==> config.mk <==
export PLATFORM = sky130hd
export DESIGN_NAME = pbl_referee
export DESIGN_NICKNAME = d
export VERILOG_FILES = /design/src/rtl/pbl_referee.sv
export SDC_FILE = /design/constraint.sdc
export NUM_CORES = 1
export LEC_CHECK = 0
export ABC_AREA = 1
export CORE_MARGIN = 3
export CORE_UTILIZATION = 46
export CTS_CLUSTER_DIAMETER = 120
export DETAILED_ROUTE_END_ITERATION = 7
export PLACE_DENSITY = 0.85
export SYNTH_ARGS = -nofsm -noshare
export SYNTH_HDL_FRONTEND = slang
export SYNTH_SLANG_ARGS = --single-unit
export TNS_END_PERCENT = 5
==> constraint.sdc <==
create_clock -name clk -period 1.3 [get_ports clk]
set_clock_uncertainty 0.1 [all_clocks]
set_input_delay 0.195 -clock clk [delete_from_list [all_inputs] [get_ports clk]]
set_output_delay 0.195 -clock clk [all_outputs]
set_load 0.05 [all_outputs]
==> src/rtl/pbl_referee.sv <==
// pbl_referee: scores push-button latch rounds, shows the winner, clears the latch and ends the game at WIN_SCORE
//   clk, rst               clock, asynchronous active-high reset
//   push, tie, right       latch result (push held until clear)
//   clear                  one-cycle registered clear pulse to the latch
//   score_l, score_r       player scores
//   led_l, led_r, led_tie  round / game result indicators
//   game_over              set once a player reaches WIN_SCORE, held until rst
module pbl_referee #(
  parameter int HOLD_CYCLES = 8,
  parameter int SCORE_W     = 4,
  parameter int WIN_SCORE   = 9
) (
  input  logic               clk,
  input  logic               rst,
  input  logic               push,
  input  logic               tie,
  input  logic               right,
  output logic               clear,
  output logic [SCORE_W-1:0] score_l,
  output logic [SCORE_W-1:0] score_r,
  output logic               led_l,
  output logic               led_r,
  output logic               led_tie,
  output logic               game_over
);
  localparam int CW = (HOLD_CYCLES > 1) ? $clog2(HOLD_CYCLES) : 1;
  localparam logic [SCORE_W-1:0] WIN = SCORE_W'(WIN_SCORE);
  typedef enum logic [2:0] {ARMED, HOLD, CLEAR, DRAIN, OVER} state_t;
  state_t state;
  logic [CW-1:0] cnt;
  logic won;
  assign won = (score_l == WIN) || (score_r == WIN);
  always_ff @(posedge clk or posedge rst) begin
    if (rst) begin
      state     <= ARMED;
      cnt       <= '0;
      clear     <= 1'b0;
      score_l   <= '0;
      score_r   <= '0;
      led_l     <= 1'b0;
      led_r     <= 1'b0;
      led_tie   <= 1'b0;
      game_over <= 1'b0;
    end else begin
      case (state)
        ARMED: if (push) begin
          led_tie <= tie;
          led_r   <= !tie && right;
          led_l   <= !tie && !right;
          score_r <= (!tie && right) ? score_r + 1'b1 : score_r;
          score_l <= (!tie && !right) ? score_l + 1'b1 : score_l;
          cnt     <= CW'(HOLD_CYCLES - 1);
          state   <= HOLD;
        end
        // clear is raised on the same edge the FSM enters CLEAR so it is visible for exactly that cycle
        HOLD: if (cnt == '0) begin
          clear <= 1'b1;
          state <= CLEAR;
        end else begin
          cnt <= cnt - 1'b1;
        end
        CLEAR: begin
          clear   <= 1'b0;
          led_l   <= 1'b0;
          led_r   <= 1'b0;
          led_tie <= 1'b0;
          state   <= DRAIN;
        end
        // a latch that has not released yet gets another clear pulse
        DRAIN: if (push) begin
          clear <= 1'b1;
          state <= CLEAR;
        end else if (won) begin
          game_over <= 1'b1;
          led_l     <= score_l == WIN;
          led_r     <= score_l != WIN;
          state     <= OVER;
        end else begin
          state <= ARMED;
        end
        OVER: state <= OVER;
        default: state <= ARMED;
      endcase
    end
  end
endmodule
==> flow_metrics.tcl, run 1 <==
set metrics [dict create \
    area_delta_synth_final_pct 54.8 \
    synth_area_leaders "dfrtp_1 (45%), nand2_1 (13%), ha_1 (7.2%)" \
    io_buffers 17 \
    maxSlewHeadroom 0.831 \
    io_pins 18 \
    worstPathArrival_ns 1.56 \
    core_area_um2 2060 \
    grt_max_degree 20 \
    cts_buffer_depth 2 \
    violations "negative setup slack" \
    register_area_um2 483 \
    yosysTopAreaCellShare 0.455 \
    end_kind "flip-flop" \
    chipWidth_um 53.7 \
    track_usage 0.208 \
    post-dp-hpwl_um 1840 \
    setup_tns_ns -0.824 \
    status "finished with violations" \
    ys_seq_elements 19 \
    tritoncts "built" \
    synth_nets 134 \
    peakVddDrop_v 0.00168 \
    slowest_delay_ns 0.38 \
    setup_viol 14 \
    grt_pass1_vias 900 \
    drc 0 \
    htreeDepth 1 \
    post-route-util 0.785 \
    grt_antenna_before_repair 0 \
    path_class "flip-flop to flip-flop" \
    grt_overflow 0 \
    layout_common_cells "nand2_1 (31), inv_1 (15), dfrtp_1 (13), buf_12 (13), nand3_1 (12)" \
    period_share 1.12 \
    nNetsFinal 172 \
    yosys_warnings 0 \
    wl_per_cell_um 13.0 \
    drt_pass1_iterations 4 \
    cts_made_buffers 3 \
    r2r_cells 9 \
    hold_viol_final 0 \
    r2r_slack_ns -0.15 \
    hold_class "primary input to asynchronous set/reset pin" \
    cts.clk_slew.worst_paths_ns 0.11 \
    multi_input_area_um2 539 \
    cap_violations 0 \
    yosysUniqueCellTypes 19 \
    power_leakage_nw 0.821 \
    cp_cell_sequence "inv_2 -> ha_4 -> ha_4 -> inv_2 -> nand4_1 -> inv_2 -> nor2_4 -> nand2_1 -> nand2_1" \
    r2r_end "clear" \
    placementRows 16 \
    gp_congestion 0.814 \
    r2r_start "cnt[0]" \
    syn_avg_cell_area_um2 8.50 \
    synth_area_um2 1050 \
    cts-root-buf "clkbuf_4" \
    cts_num_sinks 19 \
    pwr_density_cell_nw_per_um2 2340 \
    viasPerCell 4.80 \
    die_h_um 53.7 \
    yosys.area.top_type "dfrtp_1" \
    fin_crit_ns 1.45 \
    drtIter0Drc 14 \
    grt_pass1_wl_um 4160 \
    yosysSeqAreaShare 0.455 \
    n_antenna_cell 0 \
    drt-total-wl_um 2430 \
    syn_inst 123 \
    rsz0062_at_grt "true" \
    cpMaxStageDelayCell "dfrtp_1" \
    fin_ws_ns -0.151 \
    postRouteAntennaNets 0 \
    layout_commonest_cell "nand2_1" \
    clk_latency_ns 0.31 \
    max_freq_mhz 689 \
    worst_pin_slew_ns 0.254 \
    drive_gt1_frac 0.406 \
    slew_viol_final 0 \
    start_util 0.507 \
    num-fill-cells 137 \
    die-area_um2 2880 \
    hold_buffers 0 \
    vias 897 \
    cp_common_cell "inv_2" \
    cp_max_fo 4 \
    required_ns 1.41 \
    startpoint_type "flip-flop" \
]
[through the flow]
| stage | area (µm²) | power (mW) | hold slack (ns) | setup slack, ns | std cells |
|---|---|---|---|---|---|
| finish | 1620 | 3.79 | 0.106 | -0.151 | 187 |
| global route | 1620 | 4.07 | 0.118 | -0.279 | 187 |
| CTS | 1600 | 3.78 | 0.110 | -0.151 | 186 |
| detailed placement | 1500 | 3.26 | 0.417 | -0.199 | 180 |
| global placement | 1500 | 3.13 | 0.412 | -0.147 | 180 |
| floorplan | 1070 | 2.20 | 0.0458 | -0.114 | 123 |
[power by group]
part	total, mW	internal [mW]	switching, mW
clock	0.307	0.115	0.192
sequential	1.03	0.812	0.218
combinational	2.45	1.16	1.30
[layout make-up]
cell class / instances / share of cell area
multi-input combinational: 81 / 0.333
timing repair buffer: 33 / 0.276
clock buffer: 3 / 0.0139
sequential: 19 / 0.298
tap: 27 / 0.0209
clock inverter: 1 / 0.00309
inverter: 23 / 0.0549
[critical path: cells and delay by family (launching register included)]
family	cells	cell delay [ns]
adders and majority gates	2	0.30
DFF	1	0.38
and+or+nand+nor	4	0.31
buffers and inverters	3	0.25
[per-layer routing]
layer / part of all wire / global-route usage / vias up
li1: - / - / 455
met1: 0.43 / 0.250 / 416
met2: 0.52 / 0.355 / 21
met3: 0.034 / 0.0526 / 5
met4: 0.015 / 0.0766 / 0
met5: 0 / 0 / -
[what timing repair did]
| action | 4_1_cts | 5_1_grt |
|---|---|---|
| endpoints found under the setup margin | 18 | 23 |
| pin swaps | 6 | 3 |
| resized for setup | 16 | 4 |
| endpoints found under the hold margin | 0 | 0 |
| buffers inserted | 2 | 1 |
[how the worst max path moves through the flow]
stage	from	to	cells after the start
after floorplan	score_l[1]	led_l	9
after global placement	push	score_r[2]	6
after detailed placement	push	score_r[1]	6
after CTS	cnt[0]	clear	9
after global routing	cnt[0]	clear	9
final	cnt[0]	clear	9
[synthesized netlist by cell type]
cell       n
nor2_1     4
o21ai_2    4
nand4_1    2
nand2_1   35
dfrtp_1   19
o21ai_0    3
clkinv_2   2
inv_1     19
nor2_2     1
o21ai_1    2
nor2_4     1
a21oi_1    2
nor2_8     1
inv_2      2
nand3_1   13
nand3_4    1
nand2_4    2
ha_1       6
xnor2_1    4
[sequential cells by signal, indices dropped and copies added, names as in the netlist]
register,count
led_l,1
led_r,1
score_r,4
led_tie,1
game_over,1
cnt,3
clear,1
score_l,4
state,3
[kinds of logic after synthesis]
family          Yosys count  share of synthesized area
flops                    19                      0.455
xor+xnor                  4                     0.0335
fa+ha+maj                 6                     0.0718
compound gates           11                     0.0670
buf+inv                  23                     0.0849
simple gates             60                      0.288
(Power assumes the default switching activity.)
==> run 2, diff against run 1 <==
GPL_ROUTABILITY_DRIVEN = 0   (was not set)
GPL_TIMING_DRIVEN = 0   (was not set)
==> run 2 against run 1 <==
Effect of this change:
- the flow still finishes with violations (negative setup slack)
- critical path type unchanged
- routed wire length is 22% lower
- cell count is 7.5% lower
- largest power group unchanged
- via count is 6.5% lower
- sequential power about the same
- largest cell class unchanged
- clock power shrank 6%
- critical path depth unchanged
==> flow_metrics.tcl, run 2 (synthesized netlist as in run 1, its figures left out) <==
set metrics [dict create \
    cts-root-buf "clkbuf_4" \
    hold_viol_final 0 \
    status "finished with violations" \
    cts_buffer_depth 2 \
    area_delta_synth_final_pct 26.1 \
    layout_commonest_cell "nand2_1" \
    clk_latency_ns 0.29 \
    die_h_um 53.7 \
    register_area_um2 484 \
    chipWidth_um 53.7 \
    cp_max_fo 4 \
    grt_pass1_vias 862 \
    start_util 0.507 \
    violations "negative setup slack" \
    period_share 1.11 \
    nNetsFinal 158 \
    setup_viol 15 \
    power_leakage_nw 0.691 \
    post-dp-hpwl_um 1480 \
    layout_common_cells "nand2_1 (31), inv_1 (17), nand3_1 (12), dfrtp_1 (12), dfrtp_2 (7)" \
    top_regs "score_l x4, score_r x4" \
    drt-total-wl_um 1880 \
    wl_per_cell_um 10.9 \
    track_usage 0.170 \
    hold_buffers 0 \
    maxSlewHeadroom 0.535 \
    io_buffers 17 \
    tritoncts "built" \
    drc 0 \
    grt_overflow 0 \
    grt_antenna_before_repair 0 \
    drtIter0Drc 11 \
    cts_made_buffers 3 \
    pwr_density_cell_nw_per_um2 2230 \
    htreeDepth 1 \
    place_inst 167 \
    startpoint_type "flip-flop" \
    grt_pass1_wl_um 3530 \
    drive_gt1_frac 0.336 \
    vias 839 \
    hold_class "primary input to asynchronous set/reset pin" \
    postRouteAntennaNets 0 \
    whs_ns 0.198 \
    die-area_um2 2880 \
    io_pins 18 \
    fin_crit_ns 1.44 \
    cap_violations 0 \
    cts.clk_slew.worst_paths_ns 0.10 \
    required_ns 1.39 \
    placementRows 16 \
    worst_pin_slew_ns 0.697 \
    pre_cts_ws_ns -0.241 \
    final_cells 173 \
    slew_viol_final 0 \
    core_area_um2 2060 \
    worstPathArrival_ns 1.53 \
    rsz0062_at_grt "true" \
    n_antenna_cell 0 \
    drt_pass1_iterations 4 \
    num-fill-cells 190 \
    fin_ws_ns -0.142 \
    multi_input_area_um2 524 \
    max_freq_mhz 693 \
    cts_num_sinks 19 \
    end_kind "flip-flop" \
    viasPerCell 4.85 \
    grt_max_degree 20 \
    path_class "flip-flop to flip-flop" \
    peakVddDrop_v 0.00123 \
]
run 2: cell count changes in the layout (fill, tap and decap cells not counted), sizes merged:
cell           before  now
clkbuf              3    4
clkdlybuf4s15       0    2
clkinv              3    2
buf                29   13
run 2: through the flow:
stage | instance area [µm²] | TNS [ns] | power, mW | util
final | 1320 | -0.660 | 2.95 | 0.640
after global routing | 1320 | -2.16 | 3.24 | 0.640
after CTS | 1330 | -1.28 | 2.97 | 0.644
after detailed placement | 1270 | -4.77 | 2.65 | 0.618
after global placement | 1270 | -4.18 | 2.58 | 0.618
after floorplan | 1070 | -0.431 | 2.20 | -
run 2: area by class of cell:
cell class / instances / area share
Clock buffer: 4 / 0.0199
Inverter: 23 / 0.0674
Timing Repair Buffer: 19 / 0.122
Multi-Input combinational cell: 81 / 0.398
Sequential cell: 19 / 0.367
Tap cell: 27 / 0.0256
run 2: final timing paths:
check	slack, ns	start	depth (start not counted)	to
hold reg to reg	0.37	game_over	2	game_over
max in group asynchronous	0.42	rst	2	state[1]
setup reg to reg	-0.14	cnt[0]	9	clear
hold / removal	0.20	rst	2	score_r[1]
min in group clk	0.37	game_over	2	game_over
setup / recovery	-0.14	cnt[0]	9	clear
run 2: power breakdown:
group	total, mW	internal [mW]	leakage, nW	switching (mW)
registers	1.04	0.813	0.225	0.230
logic	1.61	0.566	0.451	1.05
clock network	0.288	0.119	0.0150	0.169
total	2.95	1.50	0.691	1.45
run 2: per-layer routing:
metal  GRT usage  vias to the layer above  wire length (µm)
met2       0.304                       16               996
met4      0.0511                        0                10
met1       0.182                      393               766
met5           0                        -                 0
met3      0.0665                        2               109
li1            -                      428                 -
run 2: repair_timing:
| action | in CTS | in global routing |
|---|---|---|
| hold endpoints to repair | 0 | 0 |
| resized for setup | 62 | 21 |
| pin swaps | 2 | 3 |
| endpoints found under the setup margin | 28 | 29 |
| setup buffers | 1 | 1 |
run 2: critical path, stage by stage, from the launching register on:
cell and delay, ns:
dfrtp_1 0.37, inv_1 0.05, ha_2 0.17, ha_4 0.15, inv_2 0.04, nand4_1 0.16, inv_2 0.14, nor2_2 0.05
nand2_1 0.05, nand2_1 0.05
==> run 3, diff against run 2 <==
CTS_CLUSTER_SIZE = 10   (was not set)
==> results of run 3 <==
The final DEF is identical to that of run 2; final timing and power are the same.
==> RTL edit 1, RTL diff (flow settings as in run 2) <==
Re-encode `state_t` (5 states) as Gray code, 3 bits wide.
--- a/src/rtl/pbl_referee.sv
+++ b/src/rtl/pbl_referee.sv
@@ -27,3 +27,3 @@
   localparam logic [SCORE_W-1:0] WIN = SCORE_W'(WIN_SCORE);
-  typedef enum logic [2:0] {ARMED, HOLD, CLEAR, DRAIN, OVER} state_t;
+  typedef enum logic [2:0] {ARMED = 3'b000, HOLD = 3'b001, CLEAR = 3'b011, DRAIN = 3'b010, OVER = 3'b110} state_t;
   state_t state;
Function: same outputs for any inputs over 10 cycles, from zero or initial values and one cycle with rst high; not proved beyond that.
==> RTL edit 1 against run 2 <==
- the run still ends with negative setup slack left
- first-iteration DRC count grew to 2.8 times the old value
- worst setup slack gained 27 ps
- area after synthesis shrank 1.9%
- cell area grew 6.8%
- power grew 10%
- clock power grew 4%
- wire length grew 24%
- sequential cell count is the same
- non-clock buffer count grew 3
- critical path type unchanged
- critical endpoint is now cnt[2]
- largest cell class unchanged
==> RTL edit 1: results (changes against run 2) <==
- Top cells by area, synth: dfrtp_1 (46%), nand2_1 (13%), ha_1 (7.3%) (was dfrtp_1 (45%), nand2_1 (13%), ha_1 (7.2%)).
- The worst reg2reg path depth was 8 (was 9).
- The cell chosen for the clock root is clkbuf_4 (unchanged).
- The actual slew at the worst max-slew pin is 718 ps (was 697 ps).
- The layout cell share with drive strength beyond 1 is 38.3% (was 33.6%).
- The arrival time of data at the critical path endpoint is 1540 ps.
- The post-CTS setup buffer count is 0 (was 1).
- Failing checks: negative setup slack (unchanged).
- The peak fanout along the critical path was 6 (was 4).
- The largest stage delay on the critical path is 350 ps (was 370 ps).
- The via count of the first global-routing pass was 909 (was 862).
- The worst hold slack came to 198 ps (about the same).
- The cell with the largest stage delay on the worst path was dfrtp_1 (unchanged).
- The first-pass GRT wire length is 3800 um (was 3530 um).
- The number of setup violations in the final report was 12 (was 15).
- The sequential area share after synthesis is 46.3% (was 45.5%).
- The post-CTS clock slew at the launch and capture registers of the worst setup and hold paths is 110 ps.
- The accumulated negative setup slack is -528 ps (was -660 ps).
- The last element of the critical path was cnt[2] (was clear).
- The post-synthesis cell type count was 17 (was 19).
- The number of gates resized after CTS is 65 (was 62).
- Outcome: finished, violations left (unchanged).
- The final routed wire length divided by cell count is 12.9 um (was 10.9 um).
- Top post-synthesis cells by count: nand2_1 (36), dfrtp_1 (19), inv_1 (18) (was nand2_1 (35), dfrtp_1 (19), inv_1 (19)).
- The net count after synthesis was 139 (was 134).
- The worst setup timing slack at the placement stage is -312 ps (was -241 ps).
- The aggregate global-route resource usage was 18.0% (was 17.0%).
- The kind of cell adding the most delay to the critical path was flip-flops (unchanged).
- The detailed placer's ending HPWL is 1550 um (was 1480 um).
- The detailed-router iteration count before antenna repair is 4 (unchanged).
- Clock latency on the worst-skew pair, taken at its later pin, is 300 ps.
- The standby leakage power is 0.667 nW (was 0.691 nW).
- The fraction of power spent switching nets is 50.8% (was 49.2%).
- The instance area at placement is 1280 um2 (was 1270 um2).
- The primary flip-flop cell chosen by synthesis mapping is dfrtp_1 (unchanged).
- The minimum setup slack in the final design is -116 ps (was -142 ps).
- The number of design-rule violations left by the first detailed-router iteration is 31 (was 11).
- The H-tree depth reported by CTS is 1 (unchanged).
- The count of buffers inserted at the top-level ports came to 17 (unchanged).
- The worst-case vdd ir drop is 1620 uV (was 1230 uV).
- The remaining number of nets flagged by the antenna check after routing came to 0 (unchanged).
- The final-stage net count is 166 (was 158).
- The pin count of the biggest net entering global routing was 20 (unchanged).
- The launch point of the critical path is cnt[1] (was cnt[0]).
- The routed via count is 936 (was 839).
-- RTL edit 1: cell count changes in the layout (fill, tap and decap cells not counted), moves of 3 or more --
cell	run 2	this run
inv_1	17	12
inv_2	4	9
o21ai_1	2	6
nor2_4	1	4
-- RTL edit 1: kinds of logic (layout without fill, tap and decap cells) --
group           Yosys count  in the layout  share of synthesized area [%]
simple gates             60             60                           26.1
buf+inv                  21             47                           7.68
compound gates           18             18                           9.15
fa+ha+maj                 6              6                           7.32
flops                    19             19                           46.3
xor+xnor                  4              4                           3.42
-- RTL edit 1: routing by layer --
metal	part of all wire, %	vias up	track usage (%)
li1	-	462	-
met1	40	439	23.6
met2	53	30	29.4
met3	5.0	5	2.82
met4	1.7	0	7.23
met5	0	-	0
-- RTL edit 1: area by class of cell --
cell class | count | area, um2
Multi-Input combinational cell | 88 | 596
Fill cell | 170 | 633
Tap cell | 27 | 33.8
Clock buffer | 4 | 26.3
Inverter | 21 | 78.8
Sequential cell | 19 | 487
Timing Repair Buffer | 22 | 188
-- RTL edit 1: stage by stage --
| stage | instances | power (W) |
|---|---|---|
| 2_1_floorplan | 128 | 0.00221 |
| 3_3_place_gp | 172 | 0.00262 |
| 3_5_place_dp | 172 | 0.00268 |
| 4_1_cts | 176 | 0.00300 |
| 5_1_grt | 181 | 0.00353 |
| 6_report | 181 | 0.00325 |
-- RTL edit 1: power groups by stage --
stage	registers, W	logic [W]	clock network, W
floorplan	0.00147	0.000745	0
global placement	0.00104	0.00158	0
detailed placement	0.00105	0.00163	0
CTS	0.00104	0.00165	0.000313
global route	0.00111	0.00208	0.000338
finish	0.00108	0.00188	0.000299
==> RTL edit 2, RTL diff (flow settings as in run 2) <==
Made on the original files. The parameter `HOLD_CYCLES` goes from 8 to 16.
--- a/src/rtl/pbl_referee.sv
+++ b/src/rtl/pbl_referee.sv
@@ -8,3 +8,3 @@
 module pbl_referee #(
-  parameter int HOLD_CYCLES = 8,
+  parameter int HOLD_CYCLES = 16,
   parameter int SCORE_W     = 4,
Behaviour: not the same (Yosys sat finds a counterexample within 10 cycles, from zero or initial values and one cycle with rst high).
==> RTL edit 2 against run 2 <==
- the flow still finishes with violations (negative setup slack)
- wire length grew 21%
- worst setup slack gained 98 ps
- cell area grew 14%
- sequential cell count grew 1
- cell count grew 12%
- worst hold slack gained 10 ps
- power grew 42%
- area after synthesis grew 10%
- highest routed layer unchanged
==> RTL edit 2: results (changes against run 2) <==
- The fill cell total of the finished layout is 211 (was 190).
- The non-clock inverter instance count of the final layout is 19 (was 23).
- The final core utilization is 65.5% (was 64.0%).
- The number of buffers outside the clock class in the layout is 20 (was 19).
- The wire length on met3 was 79 um (was 109 um).
- The sequential area share after synthesis is 43.4% (was 45.5%).
- Failing checks: negative setup slack (unchanged).
- The accumulated negative setup slack is -250 ps (was -660 ps).
- The clock buffer and inverter area fraction after layout was 2.41% (was 1.99%).
- The met2 track demand over resource in global routing came to 27.0% (was 30.4%).
- The met2 routed wirelength is 1220 um (was 996 um).
- The via count of the first global-routing pass came to 946 (was 862).
- The final-stage net count is 176 (was 158).
- The pin count of the biggest net entering global routing is 21 (was 20).
- The fraction of area in non-clock buffers is 11.9% (was 12.2%).
- The worst hold slack came to 208 ps (was 198 ps).
- The number of placed instances with taps included came to 186 (was 167).
- The actual slew at the worst max-slew pin is 758 ps (was 697 ps).
- The total power came to 0.00417 W (was 0.00295 W).
- The aggregate global-route resource usage was 15.4% (was 17.0%).
- The worst reg2reg path endpoint is cnt[1] (was clear).
- The largest stage delay on the critical path is 410 ps (was 370 ps).
- The number of gates resized after CTS is 65 (was 62).
- The mean post-synth cell area is 8.17 um2 (was 8.50 um2).
- Regs by FF count: cnt x4, score_l x4, score_r x4 (was score_l x4, score_r x4).
- The met3 routing resource usage after global routing was 2.32% (was 6.65%).
- Outcome: finished, violations left (unchanged).
- The routed via count is 986 (was 839).
- The arrival time of data at the critical path endpoint is 1440 ps (was 1530 ps).
- The net count after synthesis is 151 (was 134).
- The number of setup violations in the final report was 8 (was 15).
- The worst-case vdd ir drop is 1660 uV (was 1230 uV).
- The post-detailed-route via-to-cell ratio is 5.11 (was 4.85).
- The power consumed by the clock network came to 0.000368 W (was 0.000288 W).
- The number of design-rule violations left by the first detailed-router iteration is 14 (was 11).
- The die span in x is 56.1 um (was 53.7 um).
- The standby leakage power is 0.765 nW (was 0.691 nW).
- The layout cell share with drive strength beyond 1 is 36.4% (was 33.6%).
- The minimum setup slack in the final design is -44.9 ps (was -142 ps).
- The detailed placer's ending HPWL is 1670 um (was 1480 um).
- The wire length after detailed routing came to 2270 um (was 1880 um).
- The source of the worst register-to-register timing path is cnt[1] (was cnt[0]).
- The met1 track demand over resource in global routing was 18.4% (was 18.2%).
- The register area is 509 um2 (was 484 um2).
- The flip-flop and latch count after synthesis came to 20 (was 19).
- The met1 wire length is 919 um (was 766 um).
- The multi-input combinational cell area was 673 um2 (was 524 um2).
-- RTL edit 2: changes by cell type after synthesis, sizes merged, moves of 2 or more --
| cell | change |
|---|---|
| nor2 | +11 |
| nand4 | -2 |
| clkinv | -2 |
| xnor2 | -4 |
| nand3 | +3 |
| o21ai | -3 |
| nand2 | +8 |
| a21oi | +2 |
| inv | -2 |
| xor2 | +5 |
-- RTL edit 2: cells by family (layout without fill, tap and decap cells) --
logic type,after synthesis,after routing,share of synthesized area [%]
compound gates,10,10,4.67
xor+xnor,5,5,3.80
fa+ha+maj,5,5,5.43
buf+inv,19,43,6.19
flops,20,20,43.4
simple gates,82,82,36.5
-- RTL edit 2: worst reg2reg max path: stages (launching register included) --
cell	delay, ps
dfrtp_1	410
inv_2	90
ha_4	160
nand2_4	70
nor2_4	130
nor2_4	60
nor2_4	140
a21oi_1	80
